==> config.mk <==
export PLATFORM = sky130hd
export DESIGN_NAME = pipe_skid_reg
export DESIGN_NICKNAME = d
export VERILOG_FILES = /design/src/rtl/cpu_pipe_pkg.sv /design/src/rtl/pipe_dreg.sv /design/src/rtl/pipe_skid_reg.sv
export SDC_FILE = /design/constraint.sdc
export NUM_CORES = 1
export LEC_CHECK = 0
export CORE_MARGIN = 3
export CORE_UTILIZATION = 50
export DETAILED_ROUTE_END_ITERATION = 6
export PLACE_DENSITY = 0.8
export SLEW_MARGIN = 0
export SYNTH_ARGS = -nofsm -noshare
export SYNTH_HDL_FRONTEND = slang
export SYNTH_SLANG_ARGS = --single-unit
==> constraint.sdc <==
create_clock -name clk -period 2.1 [get_ports clk]
set_input_delay 0.525 -clock clk [delete_from_list [all_inputs] [get_ports clk]]
set_output_delay 0.525 -clock clk [all_outputs]
set_load 0.1 [all_outputs]
==> src/rtl/cpu_pipe_pkg.sv <==
// Shared types for CPU pipeline stage registers: stage state encoding and payload width limit.
// No logic; the helper maps a stage state to its held-entry count.
package cpu_pipe_pkg;

    typedef enum logic [1:0] {PS_EMPTY, PS_BUSY, PS_FULL} pipe_state_t;

    localparam int PIPE_MAX_W = 256;

    function automatic logic [1:0] pipe_occ(input pipe_state_t s);
        logic [1:0] occ;
        occ = 2'd0;
        case (s)
            PS_BUSY: occ = 2'd1;
            PS_FULL: occ = 2'd2;
            default: occ = 2'd0;
        endcase
        return occ;
    endfunction

endpackage

==> src/rtl/pipe_dreg.sv <==
// N-bit enabled D register with asynchronous active-low reset to RESET_VAL.
// Latency: one cycle. Backpressure: none; loads only when i_en is high.
module pipe_dreg #(
    parameter int           N         = 64,
    parameter logic [N-1:0] RESET_VAL = '0
) (
    input  logic         clk,
    input  logic         reset,
    input  logic         i_en,
    input  logic [N-1:0] i_d,
    output logic [N-1:0] o_q
);

    logic [N-1:0] r_q;

    always_ff @(posedge clk or negedge reset) begin
        if (!reset) begin
            r_q <= RESET_VAL;
        end else if (i_en) begin
            r_q <= i_d;
        end
    end

    assign o_q = r_q;

endmodule

==> src/rtl/pipe_skid_reg.sv <==
// Valid/ready pipeline stage with a two-entry skid buffer and synchronous flush.
// Latency: one cycle from in_fire to out_valid. Backpressure: one extra payload lands in skid, in_ready drops the next cycle.
module pipe_skid_reg
    import cpu_pipe_pkg::*;
#(
    parameter int           N         = 64,
    parameter logic [N-1:0] RESET_VAL = '0
) (
    input  logic         clk,
    input  logic         reset,
    input  logic         flush,
    input  logic         in_valid,
    output logic         in_ready,
    input  logic [N-1:0] in_data,
    output logic         out_valid,
    input  logic         out_ready,
    output logic [N-1:0] out_data,
    output logic [1:0]   occupancy
);

    if (N < 1 || N > PIPE_MAX_W) begin : g_bad_width
        $error("pipe_skid_reg: N out of range");
    end

    pipe_state_t  r_state;
    pipe_state_t  w_state_nxt;
    logic         r_in_ready;
    logic         r_out_valid;
    logic [1:0]   r_occ;
    logic         w_in_fire;
    logic         w_out_fire;
    logic         w_main_en;
    logic         w_skid_en;
    logic [N-1:0] w_main_d;
    logic [N-1:0] w_main_q;
    logic [N-1:0] w_skid_q;

    assign w_in_fire  = in_valid & r_in_ready & ~flush;
    assign w_out_fire = r_out_valid & out_ready;

    always_comb begin
        w_state_nxt = r_state;
        w_main_en   = 1'b0;
        w_skid_en   = 1'b0;
        w_main_d    = in_data;
        case (r_state)
            PS_EMPTY: begin
                if (w_in_fire) begin
                    w_main_en   = 1'b1;
                    w_state_nxt = PS_BUSY;
                end
            end
            PS_BUSY: begin
                if (w_in_fire && w_out_fire) begin
                    w_main_en = 1'b1;
                end else if (w_in_fire) begin
                    w_skid_en   = 1'b1;
                    w_state_nxt = PS_FULL;
                end else if (w_out_fire) begin
                    w_state_nxt = PS_EMPTY;
                end
            end
            PS_FULL: begin
                if (w_out_fire) begin
                    w_main_en   = 1'b1;
                    w_main_d    = w_skid_q;
                    w_state_nxt = PS_BUSY;
                end
            end
            default: w_state_nxt = PS_EMPTY;
        endcase
        // Squashed entries need not be promoted; out_data is meaningless once empty.
        if (flush) begin
            w_state_nxt = PS_EMPTY;
            w_main_en   = 1'b0;
        end
    end

    // Handshake flags are registered from the next state so no input reaches them combinationally.
    always_ff @(posedge clk or negedge reset) begin
        if (!reset) begin
            r_state     <= PS_EMPTY;
            r_in_ready  <= 1'b1;
            r_out_valid <= 1'b0;
            r_occ       <= 2'd0;
        end else begin
            r_state     <= w_state_nxt;
            r_in_ready  <= (w_state_nxt != PS_FULL);
            r_out_valid <= (w_state_nxt != PS_EMPTY);
            r_occ       <= pipe_occ(w_state_nxt);
        end
    end

    pipe_dreg #(.N(N), .RESET_VAL(RESET_VAL)) u_main (
        .clk   (clk),
        .reset (reset),
        .i_en  (w_main_en),
        .i_d   (w_main_d),
        .o_q   (w_main_q)
    );

    pipe_dreg #(.N(N), .RESET_VAL(RESET_VAL)) u_skid (
        .clk   (clk),
        .reset (reset),
        .i_en  (w_skid_en),
        .i_d   (in_data),
        .o_q   (w_skid_q)
    );

    assign in_ready  = r_in_ready;
    assign out_valid = r_out_valid;
    assign out_data  = w_main_q;
    assign occupancy = r_occ;

endmodule

# Yosys cells after proc, flatten, opt, wreduce, memory -nomap -nowiden
# Index checks and enable logic that the tools add are counted.
# word_totals
reg_bits	134
output_inout_bits	68
wordCells	35
# classes
n_eq_ne	5
mux	17
n_bitwise	4
reduce_logical	3
# ops
cell	n
$mux 64	2
$mux 2	6
$mux 1	6
$pmux 2 s3	1
$eq 2x1->1 const B	2
$eq 2x2->1 const B	2
$pmux 2 s2	1
$and 1x1->1	3
$pmux 1 s3	1
$logic_not 2->1	1
$ne 2x2->1 const B	1
$reduce_bool 2->1	1
$logic_and 1x1->1	1
$not 1->1	1

# Depth between registers and ports, before layout
# Gate-level depths: netlist of run 1.
# logic_depth
word_depth	8
ltp_mapped	6
depth_no_buf	3

# Cells and area by module
# From an unflattened synthesis of run 1, not the netlist that was laid out.
# hier_totals
cells_unflattened	368
area_unflattened_um2	6621.4
# modules_own_cells
mod	n_inst	cells_each	area_per_inst_um2	seq_area_each_um2
pipe_dreg	2	135	2678.8	1601.5
pipe_skid_reg	1	98	1263.7	151.4

# Least setup slack after synthesis of run 1
# No wires, ideal clock.
# synth_timing
kind	register -> register
startpoint	reg r_in_ready, in the netlist in_ready
endpoint	reg u_skid.r_q[10], in the netlist u_skid.o_q[10]
setup_time_ns	0.125
arrival_time_ns	2.168
t_required_ns	1.975
setup_slack_ns	-0.193
stages_incl_launch_ff	6
synth_period_minus_slack_ns	2.293
path_cell_list	dfstp_2 nand2_1 or4b_1 buf_6 buf_12 mux2_4
# synth_between
elab_chain_len	5
# synth_lines
item	line_no	source
start: declaration	pipe_skid_reg.sv:27	logic r_in_ready;
start signal: assignment	pipe_skid_reg.sv:88	r_in_ready <= (w_state_nxt != PS_FULL);
$and 1x1->1 (*) (2 in a row)	pipe_skid_reg.sv:38	assign w_in_fire = in_valid & r_in_ready & ~flush;
$mux 1 / $logic_and 1x1->1 (equally long branches)	pipe_skid_reg.sv:56, pipe_skid_reg.sv:54	
$mux 1 (*)	pipe_skid_reg.sv:54	if (w_in_fire && w_out_fire) begin
$mux 1 (*)	pipe_skid_reg.sv:46	case (r_state)
end signal: assignment	pipe_dreg.sv:20	r_q <= i_d;
end: declaration	pipe_dreg.sv:14	logic [N-1:0] r_q;
# Mark *: on every way between the ends. The rest lies on a longest branch, timed or not.
# A chain may end at the register's enable or synchronous reset.

# Worst setup path after layout of run 1
# layout_timing
startpoint	in out_ready
endpoint	reg u_skid.r_q[54], in the netlist u_skid.o_q[54]
# layout_between
elab_chain_len	4
# layout_lines
item	line_no	source
start: declaration	pipe_skid_reg.sv:16	input logic out_ready,
$and 1x1->1	pipe_skid_reg.sv:39	assign w_out_fire = r_out_valid & out_ready;
$logic_and 1x1->1	pipe_skid_reg.sv:54	
$mux 1	pipe_skid_reg.sv:54	
$mux 1	pipe_skid_reg.sv:46	
# Every way passes these cells.

==> reports/qor_table.md, run 1 <==
| Metric | Value | Unit |
|:---|:---|:---|
| Delay of the slowest cell on the worst path | 550 | ps |
| Total routed wirelength | 13900 | um |
| Layout cell share with drive strength beyond 1 | 36.6 | % |
| Number of antenna violations at the first check in global routing | 0 | - |
| Number of diodes added for antenna fixing | 0 | - |
| Detail-routed net length per standard cell | 20.5 | um |
| Period minus WS final | 2030 | ps |
| Skew final | 11.2 | ps |
| Syn Area/Cell | 14.9 | sq um |
| Final estimated routing congestion in global placement | 0.789 | - |
| CTS tree | built | - |
| Category of the critical setup timing path | primary input to register | - |
| Clk buf depth | 2 | - |
| Hold Path Class | primary input to async pin | - |
| Number of post-CTS setup repair buffers | 0 | - |
| Hold violation count in the final report | 0 | - |
| Total gr overflow | 0 | - |
| Critical-path top delay cell | sky130_fd_sc_hd__or4b_4 | - |
| Status | complete, no violations | - |
| Endpoint arrival time on the critical path | 2310 | ps |
| Half-perimeter wire length after placement | 8800 | um |
| Worst Path Max Fanout | 22 | - |
| Worst endpoint required time | 2380 | ps |
| Power density cells | 1720 | nW/um^2 |
| First-pass GRT wire length | 23000 | um |
| Count of final setup violators | 0 | - |
| Count of cells resized by post-cts repair | 0 | - |
| Cell-by-cell listing of the critical path | clkdlybuf4s50_1, a21boi_4, or4b_4, buf_12, mux2_4 | - |
| Cts hold-fix bufs | 0 | - |
| Count of boundary I/O pins | 137 | - |
| Post-synthesis sequential area ratio | 59.1 | % |
| Die height | 113 | um |
| H-tree Lvls | 4 | - |
| Worst Tran Pin Value | 512 | ps |
| Count of standard-cell rows | 38 | - |
| Worst hold margin | 89.4 | ps |
| Fmax | 493 | MHz |
| Vias in the first global route | 4338 | - |
| Number of antenna-violating nets in the routed design | 0 | - |
| Largest net degree at the start of global routing | 47 | - |
| Clock-pin slew on the worst setup and hold paths | 60 | ps |
| Vias/cell | 5.85 | - |
| Number of cell instances on the worst register-to-register path | 4 | - |
| Final design utilization | 71.4 | % |
| Maxcap violations | 0 | - |
| Clock Latency Late Sink | 400 | ps |
| Initial core utilization | 51.6 | % |
| DR DRC count | 0 | - |
| GRT Total Usage | 22.7 | % |
| Clk root buf | sky130_fd_sc_hd__clkbuf_16 | - |
| Netlist cell types | 28 | - |
| Net count of the mapped netlist | 449 | - |
| Number of input and output port buffers inserted | 136 | - |
| Die Span X | 113 | um |
| Setup repair after global routing missed its margin | no | - |
| Critical Path End Type | register | - |
| Area overhead of the layout relative to synthesis | 38.2 | % |
| Total number of vias | 3966 | - |
| IR Drop Worst-Case VDD | 1220 | uV |
| Post-route clock period utilization | 96.6 | % |
| Mapped Area | 5670 | sq um |
| Final Power | 13400 | uW |
| Headroom to the max-slew limit | 65.9 | % |
| Instance count of the mapped netlist | 380 | - |
| Cell leakage power | 0.00357 | uW |
| Inserted Clock Buffers | 17 | - |
| Count of final max-slew check failures | 0 | - |
| CTS Sinks | 134 | - |
| Synthesized flop and latch total | 134 | - |
| Number of nets in the finished design | 594 | - |
| Type of element launching the critical path | primary input | - |
| Die Outline Area | 12700 | sq um |
| Total of warnings raised by yosys | 0 | - |
| Detailed-router iteration count before antenna repair | 4 | - |
| Area of the core | 11000 | sq um |
| Initial detailed-routing violation count | 271 | - |
cell usage after synthesis:
library cell	n	area, sq um
sky130_fd_sc_hd__dfstp_2	1	26.3
sky130_fd_sc_hd__buf_6	1	11.3
sky130_fd_sc_hd__nand3b_1	1	7.51
sky130_fd_sc_hd__a211oi_1	1	7.51
sky130_fd_sc_hd__nand2b_1	1	6.26
sky130_fd_sc_hd__buf_2	7	35.0
sky130_fd_sc_hd__o22ai_1	64	400
sky130_fd_sc_hd__a21oi_1	1	5.00
sky130_fd_sc_hd__buf_4	1	7.51
sky130_fd_sc_hd__a2bb2oi_1	64	561
sky130_fd_sc_hd__nor2_1	1	3.75
sky130_fd_sc_hd__nand2_1	1	3.75
sky130_fd_sc_hd__mux2_4	60	901
sky130_fd_sc_hd__nand4bb_1	1	11.3
sky130_fd_sc_hd__buf_1	1	3.75
sky130_fd_sc_hd__a221oi_2	1	15.0
sky130_fd_sc_hd__a21boi_4	1	18.8
sky130_fd_sc_hd__o2bb2ai_1	2	17.5
sky130_fd_sc_hd__inv_1	1	3.75
sky130_fd_sc_hd__dfrtp_1	133	3330
sky130_fd_sc_hd__nor3b_1	1	7.51
sky130_fd_sc_hd__xnor2_1	1	8.76
sky130_fd_sc_hd__a221oi_1	2	17.5
sky130_fd_sc_hd__or4b_1	1	10.0
sky130_fd_sc_hd__mux2_2	4	45.0
sky130_fd_sc_hd__nand4b_1	2	17.5
sky130_fd_sc_hd__clkbuf_1	19	71.3
sky130_fd_sc_hd__buf_12	6	120
cell usage in the layout (no fill, tap or decap), types with 2 or more instances in the layout:
master and instances:
sky130_fd_sc_hd__o22ai_1 64, sky130_fd_sc_hd__a2bb2oi_1 64, sky130_fd_sc_hd__nand4b_1 2, sky130_fd_sc_hd__mux2_2 4
sky130_fd_sc_hd__clkinvlp_4 3, sky130_fd_sc_hd__bufinv_16 4, sky130_fd_sc_hd__clkinv_4 2, sky130_fd_sc_hd__inv_6 4
sky130_fd_sc_hd__buf_4 80, sky130_fd_sc_hd__clkdlybuf4s50_1 67, sky130_fd_sc_hd__o2bb2ai_1 2, sky130_fd_sc_hd__a221oi_1 2
sky130_fd_sc_hd__clkbuf_16 17, sky130_fd_sc_hd__mux2_4 60, sky130_fd_sc_hd__buf_12 14, sky130_fd_sc_hd__dfrtp_1 132
power by group:
group,total (uW),internal (uW),switching [uW]
Combinational,5940,1910,4020
Clock,3160,2040,1120
Sequential,4350,3640,700
Total,13400,7600,5850
layer usage:
layer / track usage, % / up-vias / routed length [um]
met5: 0 / - / 0
met4: 7.53 / 0 / 172
met3: 5.44 / 17 / 971
met2: 36.9 / 160 / 6930
met1: 30.2 / 2007 / 5840
li1: - / 1782 / -
state kept, by name (all words and copies together), names as in the netlist:
signal and cells:
r_state 2, u_main.o_q 64, u_skid.o_q 64, in_ready 1, occupancy 2, out_valid 1
worst max-delay path, delay by kind of cell:
family | cells | cell delay (ps)
buf+inv | 2 | 730
simple gates | 1 | 550
mux | 1 | 310
compound gates | 1 | 170
per-stage QoR:
step / std cells / area (sq um) / worst slack (ps) / setup TNS (ps)
after floorplan: 380 / 5680 / -36.8 / -2210
after global placement: 646 / 7200 / -292 / -28160
after detailed placement: 646 / 7200 / -323 / -32050
after CTS: 678 / 7840 / 87.8 / 0
after global routing: 678 / 7840 / 41.7 / 0
final: 678 / 7840 / 71.9 / 0
cell type report:
type	instances	area, sq um
inverters	1	3.75
flip-flops and latches	134	3360
repair buffers	161	1550
fillers	708	3150
well taps	140	175
clock buffers	19	443
clock inverters	13	195
multi-input cells	210	2110
path summary, 6_finish.rpt:
| kind | from | slack, ps | endpoint |
|---|---|---|---|
| worst min-delay path | reset | 90 | u_main.o_q[2] |
| max in group asynchronous | reset | 1380 | u_main.o_q[14] |
| min in group clk | u_skid.o_q[26] | 510 | u_skid.o_q[26] |
| worst max register to register | in_ready | 130 | u_skid.o_q[54] |
| worst min register to register | u_skid.o_q[26] | 510 | u_skid.o_q[26] |
| worst max-delay path | out_ready | 70 | u_skid.o_q[54] |
logic make-up (layout without fill, tap and decap cells):
logic type | after synthesis | after routing | synth area share (%)
flip-flops | 134 | 134 | 59.1
XOR/XNOR | 1 | 1 | 0.154
AND/OR/NAND/NOR | 9 | 9 | 1.19
buffers and inverters | 36 | 194 | 4.46
multiplexers | 64 | 64 | 16.7
AO/OA/AOI/OAI | 136 | 136 | 18.4
Note: power is estimated with default switching activity, not from simulation.
==> run 2: changes to the inputs <==
--- a/config.mk
+++ b/config.mk
@@ -8,6 +8,7 @@
 export CORE_MARGIN = 3
 export CORE_UTILIZATION = 50
 export DETAILED_ROUTE_END_ITERATION = 6
+export HOLD_SLACK_MARGIN = 0.06
 export PLACE_DENSITY = 0.8
 export SLEW_MARGIN = 0
 export SYNTH_ARGS = -nofsm -noshare
==> results of run 2 <==
No change in the layout: final DEF, timing and power equal those of run 1.
